--- src/rtl/spi_master_param.sv ---
// spi_master_param: full-duplex SPI master.
// - Word width, number of slave selects and SCLK divider are set by parameters.
// - Supports all four CPOL/CPHA modes.
// - The on-chip side uses a start/busy/done handshake.
// - SCLK is a registered divided clock.
// Optional macro SPI_LSB_FIRST_EN adds a lsb_first input that selects LSB-first
// shifting per transfer. Without it the block is always MSB-first.
module spi_master_param #(
    parameter int DATA_W  = 8,
    parameter int NUM_SS  = 1,
    parameter int CLK_DIV = 2
) (
    input  logic                                           clock_in,
    input  logic                                           reset,
    input  logic                                           start,
    input  logic                                           cpol,
    input  logic                                           cpha,
    input  logic [((NUM_SS > 1) ? $clog2(NUM_SS) : 1)-1:0] ss_sel,
    input  logic [DATA_W-1:0]                              datain,
`ifdef SPI_LSB_FIRST_EN
    input  logic                                           lsb_first,
`endif
    output logic [DATA_W-1:0]                              dataout,
    output logic                                           busy,
    output logic                                           done,
    output logic                                           sclk,
    output logic                                           mosi,
    input  logic                                           miso,
    output logic [NUM_SS-1:0]                              ssn_out
);
    localparam int SS_W   = (NUM_SS > 1) ? $clog2(NUM_SS) : 1;
    localparam int DIV_W  = (CLK_DIV > 1) ? $clog2(CLK_DIV) : 1;
    localparam int EDGE_W = $clog2(2 * DATA_W);
    localparam logic [DIV_W-1:0]  DIV_LAST  = DIV_W'(CLK_DIV - 1);
    localparam logic [EDGE_W-1:0] EDGE_LAST = EDGE_W'(2 * DATA_W - 1);

    typedef enum logic [1:0] {IDLE, LEAD, XFER, TRAIL} state_t;

    state_t              state_q, state_d;
    logic [DIV_W-1:0]    div_cnt_q, div_cnt_d;
    logic [EDGE_W-1:0]   edge_cnt_q, edge_cnt_d;
    logic [DATA_W-1:0]   tx_q, tx_d;
    logic [DATA_W-1:0]   rx_q, rx_d;
    logic [DATA_W-1:0]   dataout_q, dataout_d;
    logic                mosi_q, mosi_d;
    logic                sclk_q, sclk_d;
    logic [NUM_SS-1:0]   ssn_q, ssn_d;
    logic                cpol_q, cpol_d;
    logic                cpha_q, cpha_d;
    logic                done_q, done_d;

    logic                tick;       // end of a half-period
    logic                lead_edge;  // the upcoming SCLK toggle is a leading edge
    logic                last_edge;  // the upcoming SCLK toggle is the final one
    logic                lsb_start;  // bit order requested with the pending start
    logic                lsb_act;    // bit order of the transfer in progress
    logic [NUM_SS-1:0]   ssn_sel;    // decoded slave select for the pending start

`ifdef SPI_LSB_FIRST_EN
    logic                lsb_q, lsb_d;
    assign lsb_start = lsb_first;
    assign lsb_act   = lsb_q;
`else
    assign lsb_start = 1'b0;
    assign lsb_act   = 1'b0;
`endif

    // One-hot active-low decode; an out-of-range index selects nothing.
    for (genvar gi = 0; gi < NUM_SS; gi++) begin : g_ss_dec
        assign ssn_sel[gi] = (ss_sel != SS_W'(gi));
    end

    function automatic logic first_bit(input logic [DATA_W-1:0] w, input logic lsb);
        return lsb ? w[0] : w[DATA_W-1];
    endfunction

    function automatic logic [DATA_W-1:0] shift_out(input logic [DATA_W-1:0] w, input logic lsb);
        return lsb ? (w >> 1) : (w << 1);
    endfunction

    // LSB-first receive enters at the MSB so the first bit ends in bit 0.
    function automatic logic [DATA_W-1:0] shift_in(input logic [DATA_W-1:0] w, input logic lsb,
                                                   input logic b);
        return lsb ? {b, w[DATA_W-1:1]} : {w[DATA_W-2:0], b};
    endfunction

    assign tick      = (div_cnt_q == DIV_LAST);
    assign lead_edge = ~edge_cnt_q[0];
    assign last_edge = (edge_cnt_q == EDGE_LAST);

    // Next-state and datapath decisions for the transfer sequencer.
    always_comb begin
        state_d    = state_q;
        div_cnt_d  = div_cnt_q;
        edge_cnt_d = edge_cnt_q;
        tx_d       = tx_q;
        rx_d       = rx_q;
        dataout_d  = dataout_q;
        mosi_d     = mosi_q;
        sclk_d     = sclk_q;
        ssn_d      = ssn_q;
        cpol_d     = cpol_q;
        cpha_d     = cpha_q;
        done_d     = 1'b0;
`ifdef SPI_LSB_FIRST_EN
        lsb_d      = lsb_q;
`endif

        if (state_q != IDLE) begin
            div_cnt_d = tick ? '0 : div_cnt_q + 1'b1;
        end

        case (state_q)
            IDLE: begin
                sclk_d = cpol_q;
                if (start) begin
                    state_d    = LEAD;
                    div_cnt_d  = '0;
                    edge_cnt_d = '0;
                    cpol_d     = cpol;
                    cpha_d     = cpha;
                    sclk_d     = cpol;
                    ssn_d      = ssn_sel;
                    rx_d       = '0;
`ifdef SPI_LSB_FIRST_EN
                    lsb_d      = lsb_start;
`endif
                    if (!cpha) begin
                        // First bit must already be on mosi before the first leading edge.
                        mosi_d = first_bit(datain, lsb_start);
                        tx_d   = shift_out(datain, lsb_start);
                    end else begin
                        tx_d   = datain;
                    end
                end
            end
            LEAD: begin
                if (tick) begin
                    state_d = XFER;
                end
            end
            XFER: begin
                if (tick) begin
                    sclk_d     = ~sclk_q;
                    edge_cnt_d = last_edge ? '0 : edge_cnt_q + 1'b1;
                    if (lead_edge != cpha_q) begin
                        rx_d = shift_in(rx_q, lsb_act, miso);
                    end else if (cpha_q || !last_edge) begin
                        mosi_d = first_bit(tx_q, lsb_act);
                        tx_d   = shift_out(tx_q, lsb_act);
                    end
                    if (last_edge) begin
                        state_d = TRAIL;
                    end
                end
            end
            TRAIL: begin
                if (tick) begin
                    state_d   = IDLE;
                    ssn_d     = '1;
                    sclk_d    = cpol_q;
                    done_d    = 1'b1;
                    dataout_d = rx_q;
                end
            end
            default: begin
                state_d = IDLE;
            end
        endcase
    end

    // State and datapath registers with synchronous reset.
    always_ff @(posedge clock_in) begin
        if (reset) begin
            state_q    <= IDLE;
            div_cnt_q  <= '0;
            edge_cnt_q <= '0;
            tx_q       <= '0;
            rx_q       <= '0;
            dataout_q  <= '0;
            mosi_q     <= 1'b0;
            sclk_q     <= 1'b0;
            ssn_q      <= '1;
            cpol_q     <= 1'b0;
            cpha_q     <= 1'b0;
            done_q     <= 1'b0;
`ifdef SPI_LSB_FIRST_EN
            lsb_q      <= 1'b0;
`endif
        end else begin
            state_q    <= state_d;
            div_cnt_q  <= div_cnt_d;
            edge_cnt_q <= edge_cnt_d;
            tx_q       <= tx_d;
            rx_q       <= rx_d;
            dataout_q  <= dataout_d;
            mosi_q     <= mosi_d;
            sclk_q     <= sclk_d;
            ssn_q      <= ssn_d;
            cpol_q     <= cpol_d;
            cpha_q     <= cpha_d;
            done_q     <= done_d;
`ifdef SPI_LSB_FIRST_EN
            lsb_q      <= lsb_d;
`endif
        end
    end

    assign dataout = dataout_q;
    assign busy    = (state_q != IDLE);
    assign done    = done_q;
    assign sclk    = sclk_q;
    assign mosi    = mosi_q;
    assign ssn_out = ssn_q;

endmodule

--- config.mk ---
export PLATFORM = sky130hd
export DESIGN_NAME = spi_master_param
export DESIGN_NICKNAME = d
export VERILOG_FILES = /design/src/rtl/spi_master_param.sv
export SDC_FILE = /design/constraint.sdc
export NUM_CORES = 1
export LEC_CHECK = 0
export BUFFER_PORTS_ARGS = -buffer_cell sky130_fd_sc_hd__buf_2
export CORE_ASPECT_RATIO = 2
export CORE_MARGIN = 2
export CORE_UTILIZATION = 56
export DETAILED_ROUTE_END_ITERATION = 10
export PLACE_DENSITY = 0.79
export SYNTH_ARGS = -nofsm -noshare
export SYNTH_HDL_FRONTEND = slang
export SYNTH_SLANG_ARGS = --single-unit
--- constraint.sdc ---
create_clock -name clock_in -period 3.9 [get_ports clock_in]
set_input_delay 0.975 -clock clock_in [delete_from_list [all_inputs] [get_ports clock_in]]
set_output_delay 0.975 -clock clock_in [all_outputs]
set_load 0.01 [all_outputs]
==> Flow_metrics.wiki <==
{| class="wikitable"
! Metric !! Value
|-
| Final-layout setup total negative slack || 0 ns
|-
| Initial antenna violation count || 0
|-
| Kind of cell with the highest combined delay on the critical path || adder cells
|-
| Vias in the first global route || 1477
|-
| Average cell area after synthesis || 8.400 um2
|-
| Worst Path Max Fanout || 11
|-
| Proportion of layout cells with a drive suffix above 1 || 17.08%
|-
| Hold Buf Count CTS || 0
|-
| CTS tree || yes
|-
| Peak supply drop || 502.4 uV
|-
| Global-route wire length before repair || 6327 um
|-
| Largest family of logic cells by synthesized area || compound AO/OA/AOI/OAI gates
|-
| Post-Synthesis Cells || 220
|-
| Crit-path cells || inv_1, ha_1, inv_1, buf_2
|-
| Cell repeated most along the worst path || sky130_fd_sc_hd__inv_1
|-
| Post-CTS setup buffer count || 0
|-
| Diodes inserted || 0
|-
| Status || finished clean
|-
| Library cell used as clock root buffer || sky130_fd_sc_hd__clkbuf_8
|-
| Buf+Inv Stages, Crit Path || 3
|-
| Number of synthesized register bits || 37
|-
| Initial cell density of the core || 58.54%
|-
| Core Rows || 29
|-
| Area of combinational cells with multiple inputs || roughly 1000 um2
|-
| Gates resized, CTS repair || 0
|-
| Rel. slew slack || around half
|-
| Cell variety after synth || 38
|-
| Highest-count cells in the layout ignoring fill and taps || sky130_fd_sc_hd__dfxtp_1, sky130_fd_sc_hd__buf_2, sky130_fd_sc_hd__nand2_1
|-
| Wire length per cell || 13.49 um
|-
| Setup crit start || state_q[0]
|-
| Die span in y || 85.24 um
|-
| Type of the worst min-delay path || register to register
|-
| Count of endpoints failing setup in the final report || 0
|-
| Unrepaired setup endpoints after global routing || no
|-
| Combined area of all synthesized cells || 0.001848 mm2
|-
| Overall die width || 44.62 um
|-
| Startpoint of the worst hold path || dataout[2]
|-
| P per Cell Area || just under 600 mW/mm2
|-
| Detailed-router iteration count before antenna repair || 4
|-
| Sequential cell area || 740.7 um2
|-
| Top area cells in the synthesized netlist || sky130_fd_sc_hd__dfxtp_1, sky130_fd_sc_hd__a21oi_1, sky130_fd_sc_hd__mux2i_1
|-
| Multiplexer share of the synthesized area || roughly 6.6%
|-
| Synthesized Nets || 240
|-
| Layout overhead on the synthesized area || 9.817%
|-
| Latest clock arrival within the worst-skew pair || 0.29 ns
|-
| Count of input and output buffers || 27
|-
| Final RePlAce weighted congestion || approximately 0.83
|-
| Share of the clock period used by the worst path after layout || 62.06%
|-
| Slew of the pin with the lowest slew margin || 0.7427 ns
|-
| Detailed Route WL || 3657 um
|-
| Minimum clock period after layout || 2.420 ns
|-
| Bufs on Longest Clock Path || 2
|-
| Number of ports placed on the die boundary || 28
|-
| Clock buffers created by TritonCTS || 5
|-
| Post-detail-place hpwl || 2616 um
|-
| Register clock-pin slew on the reported worst setup and hold paths || about 0.07 ns
|-
| Number of violations of the max-capacitance limit || 0
|-
| Final net count || 259
|-
| CP Data Arrival Time || 1.45 ns
|-
| Sequential element share of the synthesized area || 40.08%
|-
| Fillers || approximately 290
|-
| Number of pins exceeding their max-slew limit in the final report || 0
|-
| Number of remaining DRC errors || 0
|-
| Kind of end point of the critical path || output pin
|-
| Adder-cell share of the synthesized area || around 3.4%
|-
| H-Tree Depth || 2
|-
| Maximum operating frequency || 0.4132 GHz
|-
| Synth area leader || sky130_fd_sc_hd__dfxtp_1
|-
| Yosys top cell area share || between 40% and 50%
|-
| Area fraction in and, or, nand and nor cells after synthesis || 21.46%
|-
| Number of sinks driven by the clock tree || 37
|-
| Worst hold margin || 0.4508 ns
|-
| Setup crit start kind || register
|-
| Leftover overflow at the end of global routing || 0
|-
| DRC marker count from the first detailed-route iteration || 32
|-
| Worst reg2reg path startpoint || state_q[0]
|-
| Total global routing track utilization || 21.83%
|-
| Final hold violation count || 0
|-
| Startpoint-to-endpoint class of the critical path || register to output pin
|-
| Total leakage power || roughly 0.80 nW
|-
| Skew final || 0.005371 ns
|-
| Largest net degree at the start of global routing || 48
|-
| Slowest-stage cell, CP || sky130_fd_sc_hd__ha_1
|-
| Overall via count from detail_route || 1557
|-
| Leading cell type in the layout, fill and taps excluded || sky130_fd_sc_hd__dfxtp_1
|-
| Std-Cell Core Area || 0.003157 mm2
|-
| Required time of the worst setup path || 2.92 ns
|-
| Die Outline Area || 0.003803 mm2
|-
| Biggest cell delay along the critical path || about 0.44 ns
|-
| ANT nets after route || 0
|-
| Final Total Pwr || 1.201 mW
|-
| Share of the synthesized netlist area taken by xor and xnor gates || 0.4739%
|-
| Compound-Gate Fraction of Synth Area || around 22%
|-
| Warnings, synthesis || 0
|-
| Vias/cell || 5.745
|}
[worst reg2reg max path: stages, from the launching register on]
cell,delay (ns)
sky130_fd_sc_hd__dfxtp_1,0.35
sky130_fd_sc_hd__inv_1,0.11
sky130_fd_sc_hd__ha_1,0.44
sky130_fd_sc_hd__mux2i_1,0.32
sky130_fd_sc_hd__or2_1,0.53
sky130_fd_sc_hd__a211oi_2,0.10
sky130_fd_sc_hd__mux2_1,0.33
[flip-flops by register name, indices dropped and copies added (netlist names)]
signal      flops
dataout         8
rx_q            8
tx_q            8
edge_cnt_q      4
state_q         2
cpha_q          1
cpol_q          1
div_cnt_q       1
done            1
mosi            1
sclk            1
ssn_out         1
[area by class of cell]
class | instances | area share, %
multi-input combinational | 160 | 49.20
clock buffer | 6 | 3.576
sequential | 37 | 36.50
tap | 31 | 1.911
inverter | 7 | 1.295
clock inverter | 2 | 0.4932
timing repair buffer | 28 | 7.028
[synthesized netlist by cell type]
master,instances
sky130_fd_sc_hd__nor2_1,18
sky130_fd_sc_hd__a211oi_4,1
sky130_fd_sc_hd__dfxtp_1,37
sky130_fd_sc_hd__mux2i_1,10
sky130_fd_sc_hd__xnor2_1,1
sky130_fd_sc_hd__o21ba_2,1
sky130_fd_sc_hd__nand4_1,4
sky130_fd_sc_hd__o41ai_1,7
sky130_fd_sc_hd__a21oi_1,23
sky130_fd_sc_hd__nand2b_1,9
sky130_fd_sc_hd__clkbuf_1,8
sky130_fd_sc_hd__or2_1,2
sky130_fd_sc_hd__nor2b_1,12
sky130_fd_sc_hd__buf_2,6
sky130_fd_sc_hd__and3_1,1
sky130_fd_sc_hd__o31ai_1,1
sky130_fd_sc_hd__nand2_1,24
sky130_fd_sc_hd__inv_1,7
sky130_fd_sc_hd__a2111oi_2,1
sky130_fd_sc_hd__o32ai_1,2
sky130_fd_sc_hd__o22a_1,1
sky130_fd_sc_hd__a2111o_1,1
sky130_fd_sc_hd__or4_1,1
sky130_fd_sc_hd__mux2_2,1
sky130_fd_sc_hd__or3_1,1
sky130_fd_sc_hd__a211oi_2,1
sky130_fd_sc_hd__and2_1,1
sky130_fd_sc_hd__buf_6,2
sky130_fd_sc_hd__o22ai_1,7
sky130_fd_sc_hd__a311oi_1,1
sky130_fd_sc_hd__nor3_1,1
sky130_fd_sc_hd__a31oi_1,1
sky130_fd_sc_hd__mux2_1,1
sky130_fd_sc_hd__o21ai_1,1
sky130_fd_sc_hd__o21ai_0,13
sky130_fd_sc_hd__nor2b_4,1
sky130_fd_sc_hd__nand3_1,5
sky130_fd_sc_hd__ha_1,5
[power by group]
group | internal (mW) | switching [mW] | leakage (nW)
Clock | 0.124 | 0.136 | 0.0450
Sequential | 0.437 | 0.0534 | 0.300
Combinational | 0.177 | 0.274 | 0.459
[routing by layer]
metal	track usage [%]	part of all wire [%]
met1	22.74	40
met2	39.66	55
met3	3.830	3.2
met4	9.917	2.1
met5	0	0
[per-stage QoR]
step | instance area, um2 | std cells | setup WS (ns) | utilization [%]
after floorplan | 1848 | 220 | 1.680 | -
after global placement | 1947 | 263 | 1.459 | 61.67
after detailed placement | 1947 | 263 | 1.411 | 61.67
after CTS | 2029 | 271 | 1.476 | 64.29
after global routing | 2029 | 271 | 1.400 | 64.29
final | 2029 | 271 | 1.480 | 64.29
[final timing paths]
check	depth (start not counted)	slack (ns)	end
setup / recovery	4	1.48	busy
hold / removal	2	0.45	dataout[2]
setup reg to reg	6	1.61	mosi
hold reg to reg	2	0.45	dataout[2]
[cell families (layout without fill, tap and decap cells)]
group / after synthesis / count (layout)
xor+xnor: 1 / 1
flops: 37 / 37
buf+inv: 23 / 43
simple gates: 80 / 80
mux: 12 / 12
fa+ha+maj: 5 / 5
compound gates: 62 / 62
No activity file was read; power rests on OpenSTA's default activity.
